**src/rtl/fetch_queue_if.sv**
```systemverilog
// Fetch/decode handshake bundle for the IF/ID instruction queue.
// The slave modport is the queue's view; the master modport is the driver side.
interface fetch_queue_if #(
  parameter int PTR_W = 2
);
  logic             Branchreg;
  logic [31:0]      instruction_in;
  logic [63:0]      PC_in;
  logic [63:0]      PC_branch_link_in;
  logic             fetch_valid;
  logic             fetch_ready;
  logic [31:0]      instruction_out;
  logic [63:0]      PC_out;
  logic [63:0]      PC_branch_link_out;
  logic             decode_valid;
  logic             decode_ready;
  logic [PTR_W:0]   count;

  modport master (
    output Branchreg, instruction_in, PC_in, PC_branch_link_in, fetch_valid, decode_ready,
    input  fetch_ready, instruction_out, PC_out, PC_branch_link_out, decode_valid, count
  );

  modport slave (
    input  Branchreg, instruction_in, PC_in, PC_branch_link_in, fetch_valid, decode_ready,
    output fetch_ready, instruction_out, PC_out, PC_branch_link_out, decode_valid, count
  );
endinterface

```
**src/rtl/fetch_queue.sv**
```systemverilog
// IF/ID instruction queue: first-word fall-through FIFO of {instruction, PC, link}
// tuples, flushed on a branch redirect.
module fetch_queue #(
  parameter int DEPTH = 4,
  parameter int PTR_W = 2
) (
  input  logic          clock,
  input  logic          reset,
  fetch_queue_if.slave  bus
);

  typedef struct packed {
    logic [31:0] instr;
    logic [63:0] pc;
    logic [63:0] link;
  } entry_t;

  localparam logic [PTR_W:0] FULL = (PTR_W+1)'(DEPTH);
  localparam logic [31:0]    NOP  = 32'hD503201F;

  entry_t           mem_q [DEPTH];
  entry_t           mem_d [DEPTH];
  logic [PTR_W-1:0] rd_ptr_q, rd_ptr_d;
  logic [PTR_W-1:0] wr_ptr_q, wr_ptr_d;
  logic [PTR_W:0]   count_q, count_d;
  logic             push, pop;
  entry_t           head;

  // Ready is purely state-derived so the fetch PC stall never waits on decode.
  assign bus.fetch_ready  = (count_q != FULL);
  assign bus.decode_valid = (count_q != '0);
  assign bus.count        = count_q;

  assign push = bus.fetch_valid && bus.fetch_ready;
  assign pop  = bus.decode_valid && bus.decode_ready;

  always_comb begin
    mem_d    = mem_q;
    rd_ptr_d = rd_ptr_q;
    wr_ptr_d = wr_ptr_q;
    count_d  = count_q;
    if (bus.Branchreg) begin
      rd_ptr_d = '0;
      wr_ptr_d = '0;
      count_d  = '0;
    end else begin
      if (push) begin
        mem_d[wr_ptr_q] = '{instr: bus.instruction_in,
                            pc:    bus.PC_in,
                            link:  bus.PC_branch_link_in};
        wr_ptr_d = wr_ptr_q + 1'b1;
      end
      if (pop) begin
        rd_ptr_d = rd_ptr_q + 1'b1;
      end
      case ({push, pop})
        2'b10:   count_d = count_q + 1'b1;
        2'b01:   count_d = count_q - 1'b1;
        default: count_d = count_q;
      endcase
    end
  end

  always_ff @(posedge clock or negedge reset) begin
    if (!reset) begin
      rd_ptr_q <= '0;
      wr_ptr_q <= '0;
      count_q  <= '0;
    end else begin
      rd_ptr_q <= rd_ptr_d;
      wr_ptr_q <= wr_ptr_d;
      count_q  <= count_d;
    end
  end

  // Storage contents are don't-care after reset, so no reset branch here.
  always_ff @(posedge clock) begin
    mem_q <= mem_d;
  end

  always_comb begin
    head = mem_q[rd_ptr_q];
    if (bus.decode_valid) begin
      bus.instruction_out    = head.instr;
      bus.PC_out             = head.pc;
      bus.PC_branch_link_out = head.link;
    end else begin
      bus.instruction_out    = NOP;
      bus.PC_out             = '0;
      bus.PC_branch_link_out = '0;
    end
  end

endmodule

```
**src/flat_wrapper.sv**
```systemverilog
// flat-port wrapper written by rule: the top's interface ports become plain ports
module fetch_queue_flat 
#(
  parameter int DEPTH = 4,
  parameter int PTR_W = 2
)
  (clock, reset, bus_Branchreg, bus_instruction_in, bus_PC_in, bus_PC_branch_link_in, bus_fetch_valid, bus_decode_ready, bus_fetch_ready, bus_instruction_out, bus_PC_out, bus_PC_branch_link_out, bus_decode_valid, bus_count);
  fetch_queue_if #(.PTR_W(PTR_W)) bus_i ();
  input  logic clock;
  input  logic reset;
  input wire logic [$bits(bus_i.Branchreg)-1:0] bus_Branchreg;
  input wire logic [$bits(bus_i.instruction_in)-1:0] bus_instruction_in;
  input wire logic [$bits(bus_i.PC_in)-1:0] bus_PC_in;
  input wire logic [$bits(bus_i.PC_branch_link_in)-1:0] bus_PC_branch_link_in;
  input wire logic [$bits(bus_i.fetch_valid)-1:0] bus_fetch_valid;
  input wire logic [$bits(bus_i.decode_ready)-1:0] bus_decode_ready;
  output wire logic [$bits(bus_i.fetch_ready)-1:0] bus_fetch_ready;
  output wire logic [$bits(bus_i.instruction_out)-1:0] bus_instruction_out;
  output wire logic [$bits(bus_i.PC_out)-1:0] bus_PC_out;
  output wire logic [$bits(bus_i.PC_branch_link_out)-1:0] bus_PC_branch_link_out;
  output wire logic [$bits(bus_i.decode_valid)-1:0] bus_decode_valid;
  output wire logic [$bits(bus_i.count)-1:0] bus_count;
  assign bus_i.Branchreg = bus_Branchreg;
  assign bus_i.instruction_in = bus_instruction_in;
  assign bus_i.PC_in = bus_PC_in;
  assign bus_i.PC_branch_link_in = bus_PC_branch_link_in;
  assign bus_i.fetch_valid = bus_fetch_valid;
  assign bus_i.decode_ready = bus_decode_ready;
  assign bus_fetch_ready = bus_i.fetch_ready;
  assign bus_instruction_out = bus_i.instruction_out;
  assign bus_PC_out = bus_i.PC_out;
  assign bus_PC_branch_link_out = bus_i.PC_branch_link_out;
  assign bus_decode_valid = bus_i.decode_valid;
  assign bus_count = bus_i.count;
  fetch_queue #(.DEPTH(DEPTH), .PTR_W(PTR_W)) u_core (.clock(clock), .reset(reset), .bus(bus_i));
endmodule
```
**config.mk**
```make
export PLATFORM = sky130hd
export DESIGN_NAME = fetch_queue_flat
export DESIGN_NICKNAME = d
export VERILOG_FILES = /design/src/rtl/fetch_queue_if.sv /design/src/rtl/fetch_queue.sv /design/src/flat_wrapper.sv
export SDC_FILE = /design/constraint.sdc
export NUM_CORES = 1
export LEC_CHECK = 0
export CAP_MARGIN = 30
export CORE_MARGIN = 1.5
export CORE_UTILIZATION = 28
export DETAILED_ROUTE_END_ITERATION = 12
export SLEW_MARGIN = 20
export SYNTH_ARGS = -nofsm -noshare
export SYNTH_HDL_FRONTEND = slang
export SYNTH_SLANG_ARGS = --single-unit
```
**constraint.sdc**
```tcl
create_clock -name clock -period 6.9 [get_ports clock]
set_clock_uncertainty 0.1 [all_clocks]
set_input_delay 1.725 -clock clock [delete_from_list [all_inputs] [get_ports clock]]
set_output_delay 1.725 -clock clock [all_outputs]
set_load 0.02 [all_outputs]
```
=== Yosys cells after proc, flatten, opt, wreduce, memory -nomap -nowiden ===
Cells that the tools add are included.

* ROM bits: 0
* Bits of input ports: 165
* Memories: 0
* Word-level logic and storage cells: 51
* Memory bits (writable): 0
* Output and inout bits: 165
* Bits in registers: 647
* Bits in latches: 0

* Multiply operators: 0
* Multiplexer cells: 15
* Add/sub/neg operators: 4
* Div/mod/pow operators: 0
* $lt $le $gt $ge: 3
* Bitwise operators: 3
* Reductions and logical operators: 8
* Equality and inequality tests: 3
* Shifts and indexed selects: 0

{| class="wikitable"
|+ Operators with widths
! kind !! number
|-
| bitwise mux 640 bit || 1
|-
| 2-to-1 mux 160 bit || 3
|-
| binary-select mux 160 bit (select 2 bit) || 1
|-
| demux 160 bit (select 2 bit) || 1
|-
| 2-to-1 mux 64 bit || 2
|-
| 2-to-1 mux 32 bit || 1
|-
| 2-to-1 mux 2 bit || 4
|-
| >= comparator 3 bit, second input constant || 2
|-
| inverter 2 -> 3 bit || 2
|-
| case mux 3 bit (2 select lines) || 1
|-
| nonzero test 3 bit || 2
|-
| adder 2 x 1 -> 2 bit, second input constant || 2
|-
| nonzero test 2 bit || 2
|-
| adder 3 x 1 -> 3 bit, second input constant || 1
|-
| logical AND 1 bit || 3
|-
| < comparator 3 x 1 -> 1 bit, second input constant || 1
|-
| 2-to-1 mux 3 bit || 1
|-
| != test 3 bit, second input constant || 1
|-
| subtractor 3 x 1 -> 3 bit, second input constant || 1
|-
| equality test 2 x 1 -> 1 bit, second input constant || 1
|-
| equality test 2 bit, second input constant || 1
|-
| AND reduction 2 bit || 1
|-
| inverter 1 bit || 1
|}

=== Logic depth before layout (Yosys ltp) ===
* Depth in word-level cells: 6
* Mapped depth: 8
* Depth with buffers taken out: 7

=== Least setup slack after synthesis ===
No wires, ideal clock.

* Path kind: input to register
* From: in bus_fetch_valid
* To: reg u_core.mem_q[0] (netlist bit) (enable)
* Stages: 3
* Setup time: 0.539 ns
* Buffers on the path: 1
* Data arrival time: 5.859 ns
* Slack: 0.402 ns
* Data required time: 6.261 ns
* Path through: clkbuf_1 and3b_1 and2_1

* Cells in the longest elaborated chain, start to end: 2

{| class="wikitable"
|+ Ends and longest elaborated chain
! element !! line !! RTL
|-
| start: declaration || flat_wrapper.sv:15 || <nowiki>input wire logic [$bits(bus_i.fetch_valid)-1:0] bus_fetch_valid;</nowiki>
|-
| logical AND 1 bit || fetch_queue.sv:34 || <nowiki>assign push = bus.fetch_valid && bus.fetch_ready;</nowiki>
|-
| AND reduction 2 bit (no source line) || n/a ||
|-
| end signal: assignment || fetch_queue.sv:78 || <nowiki>mem_q <= mem_d;</nowiki>
|-
| end: declaration || fetch_queue.sv:21 || <nowiki>entry_t mem_q [DEPTH];</nowiki>
|}

No other way between the ends.
A chain may end at the register's enable or synchronous reset.

=== Worst setup path after layout ===
* From: reg u_core.count_q[0], in the netlist u_core.bus.count[0]
* To: out bus_PC_out[7]

* Cells in the longest elaborated chain, start to end: 2

{| class="wikitable"
|+ Ends and longest elaborated chain
! element !! line !! RTL
|-
| start: declaration || fetch_queue.sv:25 || <nowiki>logic [PTR_W:0] count_q, count_d;</nowiki>
|-
| start signal: assignment || fetch_queue.sv:72 || <nowiki>count_q <= count_d;</nowiki>
|-
| nonzero test 3 bit || fetch_queue.sv:31 || <nowiki>assign bus.decode_valid = (count_q != '0);</nowiki>
|-
| 2-to-1 mux 64 bit || fetch_queue.sv:83 || <nowiki>if (bus.decode_valid) begin</nowiki>
|-
| end: declaration || flat_wrapper.sv:19 || <nowiki>output wire logic [$bits(bus_i.PC_out)-1:0] bus_PC_out;</nowiki>
|}

No other way between the ends.

==> flow_metrics.py <==
metrics = {
    "status": {
        "outcome": "completed",
    },
    "sta": {
        "hold_violations": 0,
        "setup_viol": 0,
        "tns_ps": 0,
        "tightest_slew_ps": 933,
        "post-route-period-util_pct": 78.2,
        "min_period_ps": 5400,
        "timing.fmax_ghz": 0.185,
        "max-slew-margin-rel_pct": 37.8,
        "rsz0062_at_grt": "no",
        "fin_ws_ps": 1500,
        "slew_viol_final": 0,
    },
    "worst_setup_path": {
        "r2r-end": "u_core.bus.count[2]",
        "slowest_stage": "nor3_4",
        "endpoint_kind": "output port",
        "worst-path-max-fanout": 59,
        "start_kind": "flop",
        "cp.depth": 6,
        "crit_path_max_incr_delay_ps": 670,
        "arrival_ps": 3570,
        "setup.worst_path.end": "bus_PC_out[7]",
        "crit_type": "reg2out",
        "path_cells": "nor3_4, inv_4, buf_16, buf_4, and2_1, clkdlybuf4s50_1",
        "crit_buf_inv": 4,
        "crit_family": "buffers and inverters",
        "required_ps": 5080,
        "reg2reg_slack_ps": 3960,
        "r2r_cells": 6,
        "crit_path_start": "u_core.bus.count[0]",
        "r2r-start": "u_core.bus.count[0]",
    },
    "detailed_routing": {
        "drtPass1Iterations": 5,
        "postRouteAntennaNets": 0,
        "drt_iter0_markers": 493,
        "via_per_inst": 4.40,
        "wirelength_um": 54200,
        "vias": 11706,
        "wl_per_cell_um": 20.4,
        "drc": 0,
    },
    "min_path": {
        "holdCritStartpoint": "u_core.wr_ptr_q[1]",
        "min_path_type": "reg2reg",
    },
    "synthesis": {
        "yosysTopAreaCell": "edfxtp_1",
        "synth_edf_count": 640,
        "synth.top_cell.area_share_pct": 77.9,
        "synth_cell_types": 32,
        "syn-mean-instance-area_um2": 22.9,
        "synth_area_leaders": "edfxtp_1, mux4_2, and2_1, dfrtp_1, buf_2",
        "synth_seq_area_share_pct": 78.6,
        "netlist_instances": 1078,
        "yosysMostFrequentCell": "edfxtp_1",
        "yosys-top-cells-count": "edfxtp_1, mux4_2, and2_1, clkbuf_1, buf_2",
        "syn_nets": 1248,
        "synth_warnings": 0,
        "synth_area_um2": 24700,
        "synth-seq-cells": 647,
        "ys.flop_type": "edfxtp_1",
        "ys_async_sr_fraction_pct": 1.08,
    },
    "floorplan": {
        "row_count": 108,
        "core_area_um2": 87000,
        "start_util_pct": 28.4,
        "die_area_um2": 89900,
        "chipWidth_um": 300,
        "die_h_um": 300,
        "io_pins": 330,
    },
    "job": {
        "drv_cap": 0,
    },
    "clock_network": {
        "clkSinkCount": 647,
        "cts_max_path_buffers": 3,
        "ctsResizeCount": 0,
        "holdBufCountCts": 0,
        "cts_max_level": 3,
        "root_buffer": "clkbuf_16",
        "cts_buffers": 72,
        "cts_setup_buffers": 0,
        "clk_pin_slew_ps": 60,
        "cts_tree": "yes",
        "clk_latency_ps": 610,
    },
    "final_layout": {
        "area_growth_pct": 28.8,
        "final_area_um2": 31800,
        "final_core_util_pct": 36.5,
        "nets": 1615,
        "drive_above_1_share_pct": 19.5,
    },
    "grt": {
        "first_global_vias": 12763,
        "track_usage_pct": 12.0,
        "antenna_found_initial": 4,
        "grt_pass1_wl_um": 80500,
        "overflow": 0,
        "grt_max_degree": 70,
    },
    "power": {
        "intPower_w": 0.00765,
        "p_leak_nw": 9.84,
        "p_clk_share_pct": 36.5,
        "power_per_cell_area_nw_per_um2": 322,
        "switching_power_w": 0.00258,
        "combPwrFrac_pct": 19.2,
        "vdd_drop_max_mv": 0.186,
        "p_seq_share_pct": 44.4,
        "sw_frac_of_total_pct": 25.2,
    },
    "placed_design": {
        "port_buffers": 329,
        "pre_cts_ws_ps": 2070,
        "placed_area_um2": 29400,
        "hpwl_um": 32300,
        "gp_congestion": 0.699,
    },
}
## worst register-to-register path: cells and delay by family, from the launching register on
kind,cells,cell delay (ps)
compound gates,2,360
fa+ha+maj,1,460
flops,1,540
simple gates,3,1410
## stage by stage
stage | std cells | power (W) | hold slack [ps]
6_report | 2659 | 0.0102 | 486
5_1_grt | 2658 | 0.0107 | 519
4_1_cts | 2657 | 0.0104 | 493
3_5_place_dp | 2525 | 0.00662 | 485
3_3_place_gp | 2524 | 0.00658 | 454
2_1_floorplan | 1078 | 0.00573 | 436
## cell families after synthesis
group	share of synthesized area, %
flops	78.6
buf+inv	1.33
simple gates	4.72
xor+xnor	0.142
compound gates	0.335
mux	14.6
fa+ha+maj	0.284
## per-layer routing
layer  vias to the layer above  track usage (%)  part of all wire [%]
li1                       5166                -                     -
met1                      6157             15.2                    42
met2                       307             20.0                    50
met3                        68             3.70                   6.7
met4                         8             3.22                   1.5
met5                         -                0                 0.090
## power by group through the flow
stage	registers (W)	clock network, W	logic, W
after global placement	0.00463	0	0.00195
after CTS	0.00456	0.00387	0.00199
final	0.00454	0.00373	0.00196
after detailed placement	0.00464	0	0.00198
after global routing	0.00455	0.00401	0.00210
after floorplan	0.00461	0	0.00112
## cell type report
cell class              count  area (um2)
diodes                      1        2.50
clock buffers              85        1890
clock inverters            47         435
fillers                  7970       55200
inverters                   5        21.3
multi-input cells         370        4960
flip-flops and latches    647       19400
well taps                1155        1450
repair buffers            349        3630
## worst min path at each step
stage,to,slack [ps],cells past startpoint
4_1_cts,u_core.wr_ptr_q[1],490,2
2_1_floorplan,u_core.wr_ptr_q[1],440,2
3_3_place_gp,u_core.wr_ptr_q[1],450,2
5_1_grt,u_core.wr_ptr_q[1],520,2
3_5_place_dp,u_core.wr_ptr_q[1],490,2
6_report,u_core.wr_ptr_q[1],490,2
## flip-flops by register name (all words and copies together), names as in the netlist
register          cells
u_core.bus.count      3
u_core.mem_q        640
u_core.rd_ptr_q       2
u_core.wr_ptr_q       2
## cell usage in the layout (no fill, tap or decap), types with 11 or more instances in the layout
cell type          n
and2_1           147
buf_12            13
clkbuf_1          11
clkbuf_16         74
clkdlybuf4s50_1  329
clkinv_1          18
clkinv_2          12
edfxtp_1         640
mux4_2           160
or2_1             13
Power figures use the tool's default switching activity.
==> patch (same settings) <==
`DEPTH` is set to 4 in 2 places; all go to 16.
--- a/src/rtl/fetch_queue.sv
+++ b/src/rtl/fetch_queue.sv
@@ -3,3 +3,3 @@
 module fetch_queue #(
-  parameter int DEPTH = 4,
+  parameter int DEPTH = 16,
   parameter int PTR_W = 2
--- a/src/flat_wrapper.sv
+++ b/src/flat_wrapper.sv
@@ -3,3 +3,3 @@
 #(
-  parameter int DEPTH = 4,
+  parameter int DEPTH = 16,
   parameter int PTR_W = 2
Function: not settled (the Yosys comparison gave no result); the edit may change what the design does.
==> patch against the unedited design <==
- setup slack improved by 55 ps
- register-to-register slack improved by 50 ps
- sequential cell count did not move
- hold slack improved by 10 ps
- sequential share of layout area rose by 0.44 points
- wire length barely moved
- final area fell by 0.72%
- critical endpoint is now bus_PC_out[49]
- final cell count fell by 0.75%
- area after synthesis fell by 0.22%
- highest routed layer unchanged
Power is not compared: it rests on default switching activity, and its combinational part moved more than twofold at a synthesized area within 25%.
==> patch: results (changes against the unedited design) <==
- Maximum buffer depth of the clock tree: 3 (unchanged)
- Ys Warns: 0 (unchanged)
- Peak supply drop: approximately 0.00013 V
- Worst-path clk slew: 60 ps (about the same)
- Synthesized Nets: 1234 (was 1248)
- Max-Cap Viols: 0 (unchanged)
- IO buf count: 329 (unchanged)
- Vias in the first global route: 12400 (was 12800)
- CP max FO: 62 (was 59)
- Synth cell count leaders: edfxtp_1 (640), mux4_2 (160), and2_1 (151), clkbuf_1 (23), buf_2 (19) (was edfxtp_1 (640), mux4_2 (160), and2_1 (151), clkbuf_1 (24), buf_2 (22))
- Postcts setup bufs: 0 (unchanged)
- Capturing point of the worst reg2reg path: u_core.mem_q[2293]$_DFFE_PP_ (was u_core.bus.count[2]$_DFFE_PN0P_)
- Register with the highest flop count: u_core.mem_q (unchanged)
- P_leak: 0.00961 uW
- Clock Latency Late Sink: 590 ps (was 610 ps)
- Drt wl/cell: 20.5 um (was 20.4 um)
- Total GRT Usage: 12.0% (about the same)
- Yosys cell types: 31 (was 32)
- Initial DRC Count: 725 (was 493)
- Status: completed (unchanged)
- Cell Count, Final, Fillers Out: 2639 (was 2659)
- First-pass GRT wire length: 80300 um (was 80500 um)
- HP Class: register to register (unchanged)
- Worst-Margin Slew: 923 ps (was 933 ps)
- Synth area leader: edfxtp_1 (unchanged)
- DPL Wire Length: 32300 um (about the same)
- Critical Path AT: 3510 ps (was 3570 ps)
- Layout cells sized above 1: 19.7% (was 19.5%)
- Ys async rst share: 1.08% (unchanged)
- Pint: 6460 uW
- First-pass DRT Iterations: 4 (was 5)
- Number of enable flip-flop cells after synthesis: 640 (unchanged)
- Antenna violations before repair: 6 (was 4)
- Max reg flops: 640 (unchanged)
- Crit. Startpoint: u_core.bus.count[2]$_DFFE_PN0P_ (was u_core.bus.count[0]$_DFFE_PN0P_)
- Reg2Reg Setup Slack: 4010 ps (was 3960 ps)
- CTS Buf Count: 70 (was 72)
- Largest net degree at the start of global routing: 63 (was 70)
- H-tree levels: 3 (unchanged)
- Worst slack, placed: 2050 ps (was 2070 ps)
- Cells after synthesis: 1064 (was 1078)
- Ranking of synthesized cells by area: edfxtp_1 (78%), mux4_2 (15%), and2_1 (3.8%), dfrtp_1 (0.71%), buf_6 (0.55%) (was edfxtp_1 (78%), mux4_2 (15%), and2_1 (3.8%), dfrtp_1 (0.71%), buf_2 (0.45%))
- Post-DR vias/cell: 4.37 (was 4.40)
- Placed Cells: 2511 (was 2525)
- Post-synthesis sequential area ratio: 78.8% (was 78.6%)
- Root buffer cell: clkbuf_16 (unchanged)
- CP Capture Point: bus_PC_out[49] (was bus_PC_out[7])
- Worst R2R Path Depth: 4 (was 6)
- DP Area: 29400 um2 (about the same)
- Final nets: 1598 (was 1615)
- CTS resizes: 0 (unchanged)
- Crit path time final: 5340 ps (was 5400 ps)
- GP Congestion: 0.723 (was 0.699)
-- patch: cell types whose count changed in the layout (fill, tap and decap cells not counted), moves of 3 or more --
cell,unedited run,this run
nand3_1,4,1
nand3b_1,0,3
clkbuf_1,11,20
or2_2,0,11
or2_1,13,2
clkinv_1,18,12
bufinv_16,6,3
clkinv_2,12,7
-- patch: logic make-up (layout without fill, tap and decap cells) --
| logic type | after synthesis | in the layout | share of synthesized area [%] |
|---|---|---|---|
| xor gates and xnor gates | 4 | 4 | 0.142 |
| muxes | 160 | 160 | 14.6 |
| other | 0 | 2 | 0 |
| DFF | 647 | 647 | 78.8 |
| buffers and inverters | 59 | 477 | 1.38 |
| and+or+nand+nor | 181 | 181 | 4.58 |
| AOI/OAI and AO/OA | 8 | 8 | 0.219 |
| adders and majority gates | 5 | 5 | 0.285 |
-- patch: power by group through the flow --
stage          Sequential, uW  Combinational (uW)  Clock [uW]
3_5_place_dp             4400                 134           0
3_3_place_gp             4400                 125           0
5_1_grt                  4310                 145        3800
6_report                 4320                 133        3530
2_1_floorplan            4400                2.68           0
4_1_cts                  4320                 135        3660
-- patch: worst min path at each step --
stage	startpoint	to	slack, ps	depth (start not counted)
6_report	u_core.wr_ptr_q[1]$_DFFE_PN0P_	u_core.wr_ptr_q[1]$_DFFE_PN0P_	500	2
5_1_grt	u_core.wr_ptr_q[1]$_DFFE_PN0P_	u_core.wr_ptr_q[1]$_DFFE_PN0P_	530	2
2_1_floorplan	u_core.wr_ptr_q[1]$_DFFE_PN0P_	u_core.wr_ptr_q[1]$_DFFE_PN0P_	440	2
4_1_cts	u_core.wr_ptr_q[1]$_DFFE_PN0P_	u_core.wr_ptr_q[1]$_DFFE_PN0P_	490	2
3_5_place_dp	u_core.wr_ptr_q[1]$_DFFE_PN0P_	u_core.wr_ptr_q[1]$_DFFE_PN0P_	480	2
3_3_place_gp	u_core.wr_ptr_q[1]$_DFFE_PN0P_	u_core.wr_ptr_q[1]$_DFFE_PN0P_	460	2
-- patch: cell type report --
type / instances / area [um2]
Fill cell: 7964 / 55300
Multi-Input combinational cell: 358 / 4900
Timing Repair Buffer: 348 / 3630
Inverter: 3 / 13.8
Clock buffer: 94 / 1900
Tap cell: 1155 / 1450
Sequential cell: 647 / 19400
Clock inverter: 32 / 260
Antenna cell: 2 / 5.00
-- patch: worst max-delay path, stage by stage, from the launching register on --
cell and delay (ps):
dfrtp_1 490, nor3_2 130, buf_4 200, inv_4 380, buf_12 270, buf_4 480
and2_1 230, clkdlybuf4s50_1 600
-- patch: per-layer routing --
metal / vias to the layer above / track usage [%] / routed length (um)
met5: - / 0 / 64
met4: 10 / 3.42 / 970
met3: 85 / 3.52 / 3200
met2: 267 / 20.8 / 28300
met1: 6066 / 14.5 / 21600
li1: 5109 / - / -
